<file path="src/rtl/fir_mc_pkg.sv">
// Shared types and helpers for the multi-channel time-shared FIR filter.
package fir_mc_pkg;

  // Controller phases: waiting for a sample, stepping through taps, holding a result.
  typedef enum logic [1:0] {
    IDLE = 2'd0,
    MAC  = 2'd1,
    DONE = 2'd2
  } state_t;

  // Channel index width; a single channel still needs a one-bit port.
  function automatic int ch_width(input int channels);
    return (channels <= 2) ? 1 : $clog2(channels);
  endfunction

  // The accumulator must hold a full product, and a filter needs at least two taps.
  function automatic bit params_legal(input int data_w, input int coef_w,
                                      input int out_w, input int order,
                                      input int channels);
    return (out_w >= data_w + coef_w) && (order >= 2) && (channels >= 1);
  endfunction

endpackage

</file>
<file path="src/rtl/fir_mc_mac.sv">
// Single multiply-accumulate slice: tc-aware product, extension to the
// accumulator width, and the accumulator register itself.
module fir_mc_mac
  import fir_mc_pkg::*;
#(
  parameter int DATA_W = 8,
  parameter int COEF_W = 8,
  parameter int OUT_W  = 18
) (
  input  logic              clk,
  input  logic              rst_n,
  input  logic              load,
  input  logic              en,
  input  logic [OUT_W-1:0]  init_val,
  input  logic              tc,
  input  logic [COEF_W-1:0] coef,
  input  logic [DATA_W-1:0] sample,
  output logic [OUT_W-1:0]  acc,
  output logic [OUT_W-1:0]  sum_next
);

  localparam int PW = DATA_W + COEF_W;

  logic signed [PW-1:0] sample_s;
  logic signed [PW-1:0] coef_s;
  logic signed [PW-1:0] prod_s;
  logic        [PW-1:0] prod_u;
  logic        [OUT_W-1:0] prod_ext;

  // Form both signed and unsigned products at full width, then extend the selected one.
  always_comb begin
    sample_s = PW'($signed(sample));
    coef_s   = PW'($signed(coef));
    prod_s   = sample_s * coef_s;
    prod_u   = PW'(sample) * PW'(coef);
    if (tc) begin
      prod_ext = OUT_W'(prod_s);
    end else begin
      prod_ext = OUT_W'(prod_u);
    end
  end

  assign sum_next = acc + prod_ext;

  // Accumulator: seeded with the start value on load, wraps modulo 2^OUT_W while enabled.
  always_ff @(posedge clk or negedge rst_n) begin
    if (!rst_n) begin
      acc <= '0;
    end else if (load) begin
      acc <= init_val;
    end else if (en) begin
      acc <= sum_next;
    end
  end

endmodule

</file>
<file path="src/rtl/fir_mc.sv">
// Multi-channel FIR: shared serial-load coefficient chain, one delay line per
// channel, and a controller that reuses one MAC for every tap.
module fir_mc
  import fir_mc_pkg::*;
#(
  parameter  int DATA_W   = 8,
  parameter  int COEF_W   = 8,
  parameter  int OUT_W    = 18,
  parameter  int ORDER    = 6,
  parameter  int CHANNELS = 2,
  localparam int CH_W     = ch_width(CHANNELS)
) (
  input  logic              clk,
  input  logic              rst_n,
  input  logic              coef_shift_en,
  input  logic [COEF_W-1:0] coef_in,
  output logic [COEF_W-1:0] coef_out,
  input  logic              tc,
  input  logic [OUT_W-1:0]  init_acc_val,
  input  logic              in_valid,
  output logic              in_ready,
  input  logic [DATA_W-1:0] in_data,
  input  logic [CH_W-1:0]   in_ch,
  output logic              out_valid,
  input  logic              out_ready,
  output logic [OUT_W-1:0]  out_data,
  output logic [CH_W-1:0]   out_ch
);

  localparam int K_W = $clog2(ORDER);

  if (!params_legal(DATA_W, COEF_W, OUT_W, ORDER, CHANNELS)) begin : g_param_check
    $error("fir_mc: illegal parameter combination");
  end

  state_t state_q;
  state_t state_d;

  logic [COEF_W-1:0] coef_q  [ORDER];
  logic [DATA_W-1:0] xline_q [CHANNELS][ORDER];

  logic [K_W-1:0]    k_q;
  logic [CH_W-1:0]   ch_q;
  logic              tc_q;

  logic              accept;
  logic              ch_legal;
  logic              start;
  logic              last_tap;
  logic              coef_shift;
  logic [COEF_W-1:0] mac_coef;
  logic [DATA_W-1:0] mac_sample;
  logic [OUT_W-1:0]  acc;
  logic [OUT_W-1:0]  sum_next;

  // A coefficient shift in IDLE takes priority over accepting a sample.
  assign in_ready   = (state_q == IDLE) && !coef_shift_en;
  assign accept     = in_valid && in_ready;
  assign start      = accept && ch_legal;
  assign last_tap   = (k_q == K_W'(ORDER - 1));
  assign coef_shift = coef_shift_en && (state_q == IDLE);
  assign coef_out   = coef_q[ORDER-1];
  assign out_valid  = (state_q == DONE);

  // Channel numbers at or above CHANNELS are accepted but silently dropped.
  always_comb begin
    ch_legal = 1'b0;
    for (int c = 0; c < CHANNELS; c++) begin
      if (in_ch == CH_W'(c)) ch_legal = 1'b1;
    end
  end

  // State register.
  always_ff @(posedge clk or negedge rst_n) begin
    if (!rst_n) state_q <= IDLE;
    else        state_q <= state_d;
  end

  // Next-state: start on a legal accept, finish after the last tap, release on out_ready.
  always_comb begin
    state_d = state_q;
    case (state_q)
      IDLE:    if (start)     state_d = MAC;
      MAC:     if (last_tap)  state_d = DONE;
      DONE:    if (out_ready) state_d = IDLE;
      default:                state_d = IDLE;
    endcase
  end

  // Coefficient chain: only moves while idle so a running computation sees stable taps.
  always_ff @(posedge clk or negedge rst_n) begin
    if (!rst_n) begin
      for (int k = 0; k < ORDER; k++) coef_q[k] <= '0;
    end else if (coef_shift) begin
      coef_q[0] <= coef_in;
      for (int k = 1; k < ORDER; k++) coef_q[k] <= coef_q[k-1];
    end
  end

  // Delay lines: the addressed channel shifts in the new sample on an accept.
  always_ff @(posedge clk or negedge rst_n) begin
    if (!rst_n) begin
      for (int c = 0; c < CHANNELS; c++) begin
        for (int t = 0; t < ORDER; t++) xline_q[c][t] <= '0;
      end
    end else if (accept) begin
      for (int c = 0; c < CHANNELS; c++) begin
        if (in_ch == CH_W'(c)) begin
          xline_q[c][0] <= in_data;
          for (int t = 1; t < ORDER; t++) xline_q[c][t] <= xline_q[c][t-1];
        end
      end
    end
  end

  // Per-computation context: channel and arithmetic mode captured at start, tap index stepped in MAC.
  always_ff @(posedge clk or negedge rst_n) begin
    if (!rst_n) begin
      k_q  <= '0;
      ch_q <= '0;
      tc_q <= 1'b0;
    end else if (start) begin
      k_q  <= '0;
      ch_q <= in_ch;
      tc_q <= tc;
    end else if (state_q == MAC) begin
      k_q  <= k_q + K_W'(1);
    end
  end

  // Tap operand selection for the current channel and tap index.
  always_comb begin
    mac_coef   = '0;
    mac_sample = '0;
    for (int t = 0; t < ORDER; t++) begin
      if (k_q == K_W'(t)) mac_coef = coef_q[t];
    end
    for (int c = 0; c < CHANNELS; c++) begin
      for (int t = 0; t < ORDER; t++) begin
        if ((ch_q == CH_W'(c)) && (k_q == K_W'(t))) mac_sample = xline_q[c][t];
      end
    end
  end

  fir_mc_mac #(
    .DATA_W (DATA_W),
    .COEF_W (COEF_W),
    .OUT_W  (OUT_W)
  ) u_mac (
    .clk      (clk),
    .rst_n    (rst_n),
    .load     (start),
    .en       (state_q == MAC),
    .init_val (init_acc_val),
    .tc       (tc_q),
    .coef     (mac_coef),
    .sample   (mac_sample),
    .acc      (acc),
    .sum_next (sum_next)
  );

  // Result register: captures the final sum on the last tap and holds it through backpressure.
  always_ff @(posedge clk or negedge rst_n) begin
    if (!rst_n) begin
      out_data <= '0;
      out_ch   <= '0;
    end else if ((state_q == MAC) && last_tap) begin
      out_data <= sum_next;
      out_ch   <= ch_q;
    end
  end

endmodule

</file>
<file path="config.mk">
export PLATFORM = sky130hd
export DESIGN_NAME = fir_mc
export DESIGN_NICKNAME = d
export VERILOG_FILES = /design/src/rtl/fir_mc_pkg.sv /design/src/rtl/fir_mc_mac.sv /design/src/rtl/fir_mc.sv
export SDC_FILE = /design/constraint.sdc
export NUM_CORES = 1
export LEC_CHECK = 0
export ABC_AREA = 1
export BUFFER_PORTS_ARGS = -buffer_cell sky130_fd_sc_hd__buf_2
export CORE_ASPECT_RATIO = 0.75
export CORE_MARGIN = 1
export CORE_UTILIZATION = 57
export CTS_BUF_LIST = sky130_fd_sc_hd__clkbuf_2 sky130_fd_sc_hd__clkbuf_4 sky130_fd_sc_hd__clkbuf_8
export CTS_CLUSTER_SIZE = 12
export DETAILED_ROUTE_END_ITERATION = 7
export GPL_TIMING_DRIVEN = 0
export PLACE_DENSITY = 0.86
export SKIP_CTS_REPAIR_TIMING = 1
export SLEW_MARGIN = 20
export SYNTH_ARGS = -nofsm -noshare
export SYNTH_HDL_FRONTEND = slang
export SYNTH_HIERARCHICAL = 1
export SYNTH_SLANG_ARGS = --single-unit
</file>
<file path="constraint.sdc">
create_clock -name clk -period 19.6 [get_ports clk]
set_input_delay 3.92 -clock clk [delete_from_list [all_inputs] [get_ports clk]]
set_output_delay 3.92 -clock clk [all_outputs]
set_load 0.1 [all_outputs]
</file>
Yosys cells after proc, flatten, opt, wreduce, memory -nomap -nowiden:

Index checks and enable logic that the tools add are counted.
Widths: inputs -> output; s select.

* logic and storage cells: 91
* output and inout bits: 29
* register bits: 188

* $add $sub $neg: 2
* multiply operators: 2
* equal/unequal tests: 10
* bitwise logic cells: 2
* muxes and demuxes: 27
* reductions and logical operators: 23

Operator list (count)
* $mux 8: 18
* $mux 18: 3
* $mul 8x8->16: 2
* $add 18x18->18: 1
* $logic_and 1x1->1: 16
* $eq 3x2->1 const B: 2
* $eq 3x3->1 const B: 2
* $mux 2: 3
* $mux 3: 2
* $pmux 2 s3: 1
* $ne 2x2->1 const B: 2
* $reduce_and 2->1: 2
* $add 3x1->3 const B: 1
* $eq 3x1->1 const B: 1
* $logic_not 3->1: 1
* $reduce_and 3->1: 1
* $eq 2x1->1 const B: 1
* $eq 2x2->1 const B: 1
* $logic_not 2->1: 1
* $ne 2x1->1 const B: 1
* $not 1->1: 2
* $reduce_bool 2->1: 1
* $logic_not 1->1: 1

Logic depth before layout (Yosys ltp):

* word-level depth: 19
* mapped depth: 52
* depth with buffers taken out: 50

By module:

The synthesis kept the hierarchy.

By module, submodules not included
* fir_mc: cells each 935, area an instance 8035.2 um^2, times used 1, sequential area each 4254.1 um^2
* fir_mc_mac: cells each 840, area an instance 6088.3 um^2, times used 1, sequential area each 450.4 um^2

Least setup slack after synthesis:

Ideal clock, no wire load.

* path kind: input to output
* start: input port coef_shift_en
* end: output port in_ready
* arrival: 5.131 ns
* path slack: 10.549 ns
* stages on the path: 1
* data required time: 15.680 ns
* cell sequence: nor3_2

* word-level cells in the longest chain between the ends: 2

RTL lines
* start, declared: RTL line fir_mc.sv:15 `input logic coef_shift_en,`
* $logic_not 1->1: RTL line fir_mc.sv:57 `assign in_ready = (state_q == IDLE) && !coef_shift_en;`
* $logic_and 1x1->1: RTL line fir_mc.sv:57
* end, declared: RTL line fir_mc.sv:21 `output logic in_ready,`

No other way between the ends.

Worst setup path after layout:

* start: register k_q[1]
* end: register out_data[17]

RTL lines
* start, declared: RTL line fir_mc.sv:42 `logic [K_W-1:0] k_q;`
* start signal, assigned: RTL line fir_mc.sv:127 `k_q <= k_q + K_W'(1);`
* $logic_not 3->1: RTL line fir_mc.sv:136 `if (k_q == K_W'(t)) mac_coef = coef_q[t];`
* $mux 8 (5 in series): RTL line fir_mc.sv:136
* $mux 8 *: RTL line fir_mc.sv:136
* via mac_coef[7]: RTL line fir_mc.sv:51 `logic [COEF_W-1:0] mac_coef;`
* $mul 8x8->16, on equally long branches: RTL line fir_mc_mac.sv:35, fir_mc_mac.sv:34
* $mux 18 *: RTL line fir_mc_mac.sv:36 `if (tc) begin`
* $add 18x18->18 *: RTL line fir_mc_mac.sv:43 `assign sum_next = acc + prod_ext;`
* via sum_next[17]: RTL line fir_mc.sv:54 `logic [OUT_W-1:0] sum_next;`
* end signal, assigned: RTL line fir_mc.sv:168 `out_data <= sum_next;`
* end, declared: RTL line fir_mc.sv:26 `output logic [OUT_W-1:0] out_data,`

The timed path passes the listed nets; every way through them passes the cells marked *.
A chain may end at the register's enable or synchronous reset.

==> flow_metrics.tcl <==
set metrics [dict create \
    cts.sinks 188 \
    netlist_area_um2 14100 \
    fin_crit_sh 0.450 \
    slowest_delay_ps 630 \
    clockRootBuffer "clkbuf_8" \
    synth_edf_count 0 \
    start_util 0.585 \
    seq_area_frac_synth 0.333 \
    chipHeight_um 138 \
    slew_viol_final 0 \
    antenna_found_initial 1 \
    seq_area_um2 4700 \
    hold_viol 0 \
    areaGrowthSynthToFinish_pct 8.77 \
    worst_ep_required_time_ps 19980 \
    cts_buffers 17 \
    drt_wl_total_um 35200 \
    ys.flop_type "dfrtp_1" \
    clockBufferDepth 2 \
    grt_pass1_vias 12032 \
    hold_class "reg -> reg" \
    cp_common_cell "inv_1" \
    min_period_ps 8830 \
    synthTopCellsByArea "dfrtp_1 (33%), fa_1 (12%), nand2_1 (12%), inv_1 (9.0%), ha_1 (7.1%)" \
    worst_slew_pin_slew_ps 782 \
    maxCapViolCount 0 \
    ys_ff_latch 188 \
    fp-row-count 49 \
    rsz0062_at_grt "false" \
    synthCells 1775 \
    grt_max_degree 101 \
    clk_pin_slew_worst_paths_ps 110 \
    grt_pass1_wl_um 59900 \
    yosysWarnings 6 \
    fillers 2015 \
    slowest_stage "o21ai_0" \
    synthDistinctLibCells 53 \
    num_io_pins 70 \
    async_flop_share 1.00 \
    die_width_um 184 \
    worst_ep_arrival_time_ps 9210 \
    cts_tree "built" \
    drtIter0Drc 1121 \
    wl_per_cell_um 16.0 \
    crit_type "reg -> reg" \
    cp_max_fo 9 \
    finalSetupViolCount 0 \
    ant_nets 0 \
    relSlewSlack 0.473 \
    final_nets 2071 \
    synth_top_cell_by_area "dfrtp_1" \
    coreArea_um2 24200 \
    finClkSkew_ps 17.3 \
    syn_avg_cell_area_um2 7.96 \
    vias 12028 \
    outcome "finished clean" \
    tns_ps 0 \
    grt.total_usage 0.296 \
    critPathCaptureType "flip-flop" \
    drtPass1Iterations 5 \
    viasPerCell 5.44 \
    io_buffers 69 \
    gp_congestion 0.944 \
    yosysTopAreaCellShare 0.333 \
    die_area_um2 25400 \
    max_freq_ghz 0.113 \
    layout-drive-gt1-share 0.119 \
    drcViolationCount 0 \
    globalRouteOverflowTotal 0 \
    syn-num-nets 1982 \
    clk_latency_ps 500 \
    dp_hpwl_um 27300 \
    htreeDepth 4 \
    multi_input_area_um2 7780 \
    crit_path_start_kind "flip-flop" \
]
## critical path, delay by kind of cell (launching register included)
family	cells	cell delay (ps)
multiplexers	1	250
flip-flops	1	430
adder cells (fa/ha/maj)	7	2830
AND/OR/NAND/NOR	13	1590
AO/OA/AOI/OAI	11	2080
buffers and inverters	9	1510
## layer usage
| metal | vias up | track usage | part of all wire |
|---|---|---|---|
| met5 | - | 0 | 0 |
| met4 | 0 | 0.0851 | 0.019 |
| met1 | 5748 | 0.455 | 0.46 |
| met2 | 525 | 0.432 | 0.44 |
| met3 | 65 | 0.0443 | 0.086 |
| li1 | 5690 | - | - |
## final cells by class
| type | instances | share of cell area |
|---|---|---|
| diodes | 1 | 0.000163 |
| plain buffers | 71 | 0.0213 |
| clock buffers | 18 | 0.0161 |
| clock inverters | 14 | 0.0125 |
| inverters | 348 | 0.0852 |
| multi-input cells | 1168 | 0.507 |
| flip-flops and latches | 188 | 0.306 |
| well taps | 331 | 0.0270 |
| repair buffers | 70 | 0.0249 |
## cell families after synthesis
logic type,synth area share
compound gates,0.126
xor+xnor,0.0105
fa+ha+maj,0.193
buf+inv,0.116
flops,0.333
mux,0.0367
simple gates,0.185
## worst paths after layout
path | startpoint | end | slack [ps] | cells after the start
max | k_q[1]$_DFFE_PN0P_ | out_data[17]$_DFFE_PN0P_ | 10770 | 41
min | tc_q$_DFFE_PN0P_ | tc_q$_DFFE_PN0P_ | 490 | 2
max reg2reg | k_q[1]$_DFFE_PN0P_ | out_data[17]$_DFFE_PN0P_ | 10770 | 41
min reg2reg | tc_q$_DFFE_PN0P_ | tc_q$_DFFE_PN0P_ | 490 | 2
max in group asynchronous | rst_n | xline_q[10]$_DFFE_PN0P_ | 15250 | 2
min in group asynchronous | rst_n | xline_q[84]$_DFFE_PN0P_ | 3380 | 1
## flip-flops by register name, indices dropped and copies added (netlist names)
name	flops
out_ch	1
k_q	3
coef_out	8
tc_q	1
xline_q	96
state_q	2
ch_q	1
coef_q	40
u_mac/acc	18
out_data	18
## synth_stat cells, types with 2 or more instances
cell,number
nand2_1,439
inv_1,337
dfrtp_1,188
o21ai_0,129
a21oi_1,104
fa_1,86
ha_1,80
nor2_1,67
nand3_1,59
mux2_2,46
clkbuf_1,43
o21a_1,20
o21ai_1,20
buf_2,16
a22oi_1,11
nand2_2,10
buf_4,9
a211oi_1,8
and2_1,8
xor2_1,8
a21o_1,7
inv_2,7
nor2_4,7
xnor2_1,7
or2_2,6
nor2_2,5
o21bai_1,5
nor3_1,4
clkinv_1,3
nand3_2,3
a21oi_2,2
buf_1,2
nand2_4,2
nand3b_1,2
nand4_1,2
o211ai_1,2
o211ai_2,2
o22ai_1,2
o31ai_1,2
or2_1,2
## stage by stage
| stage | instance area (µm²) | hold slack [ps] | instances | utilization | setup slack, ps |
|---|---|---|---|---|---|
| floorplan | 14100 | 444 | 1775 | - | 10550 |
| global placement | 14900 | 458 | 2175 | 0.616 | 10940 |
| detailed placement | 14900 | 470 | 2176 | 0.618 | 10930 |
| CTS | 15400 | 494 | 2208 | 0.636 | 10930 |
| global route | 15400 | 514 | 2208 | 0.636 | 10120 |
| finish | 15400 | 492 | 2209 | 0.636 | 10770 |
## cell usage in the layout (no fill, tap or decap), drive strengths merged
cell	instances
a211oi	8
a21o	7
a21oi	106
a22oi	11
a2bb2oi	1
a31oi	1
and2	8
and3	1
buf	98
bufinv	1
clkbuf	61
clkinv	8
dfrtp	188
diode	1
fa	86
ha	80
inv	353
mux2	46
nand2	451
nand2b	1
nand3	63
nand3b	2
nand4	2
nor2	79
nor3	5
o211ai	4
o21a	20
o21ai	150
o21bai	5
o221ai	1
o22ai	2
o31ai	2
o32ai	1
or2	9
xnor2	7
xor2	9
Power is left out: the tool's default activity adds up to more than one toggle a clock period on the data nets, which glitch-free logic cannot reach.
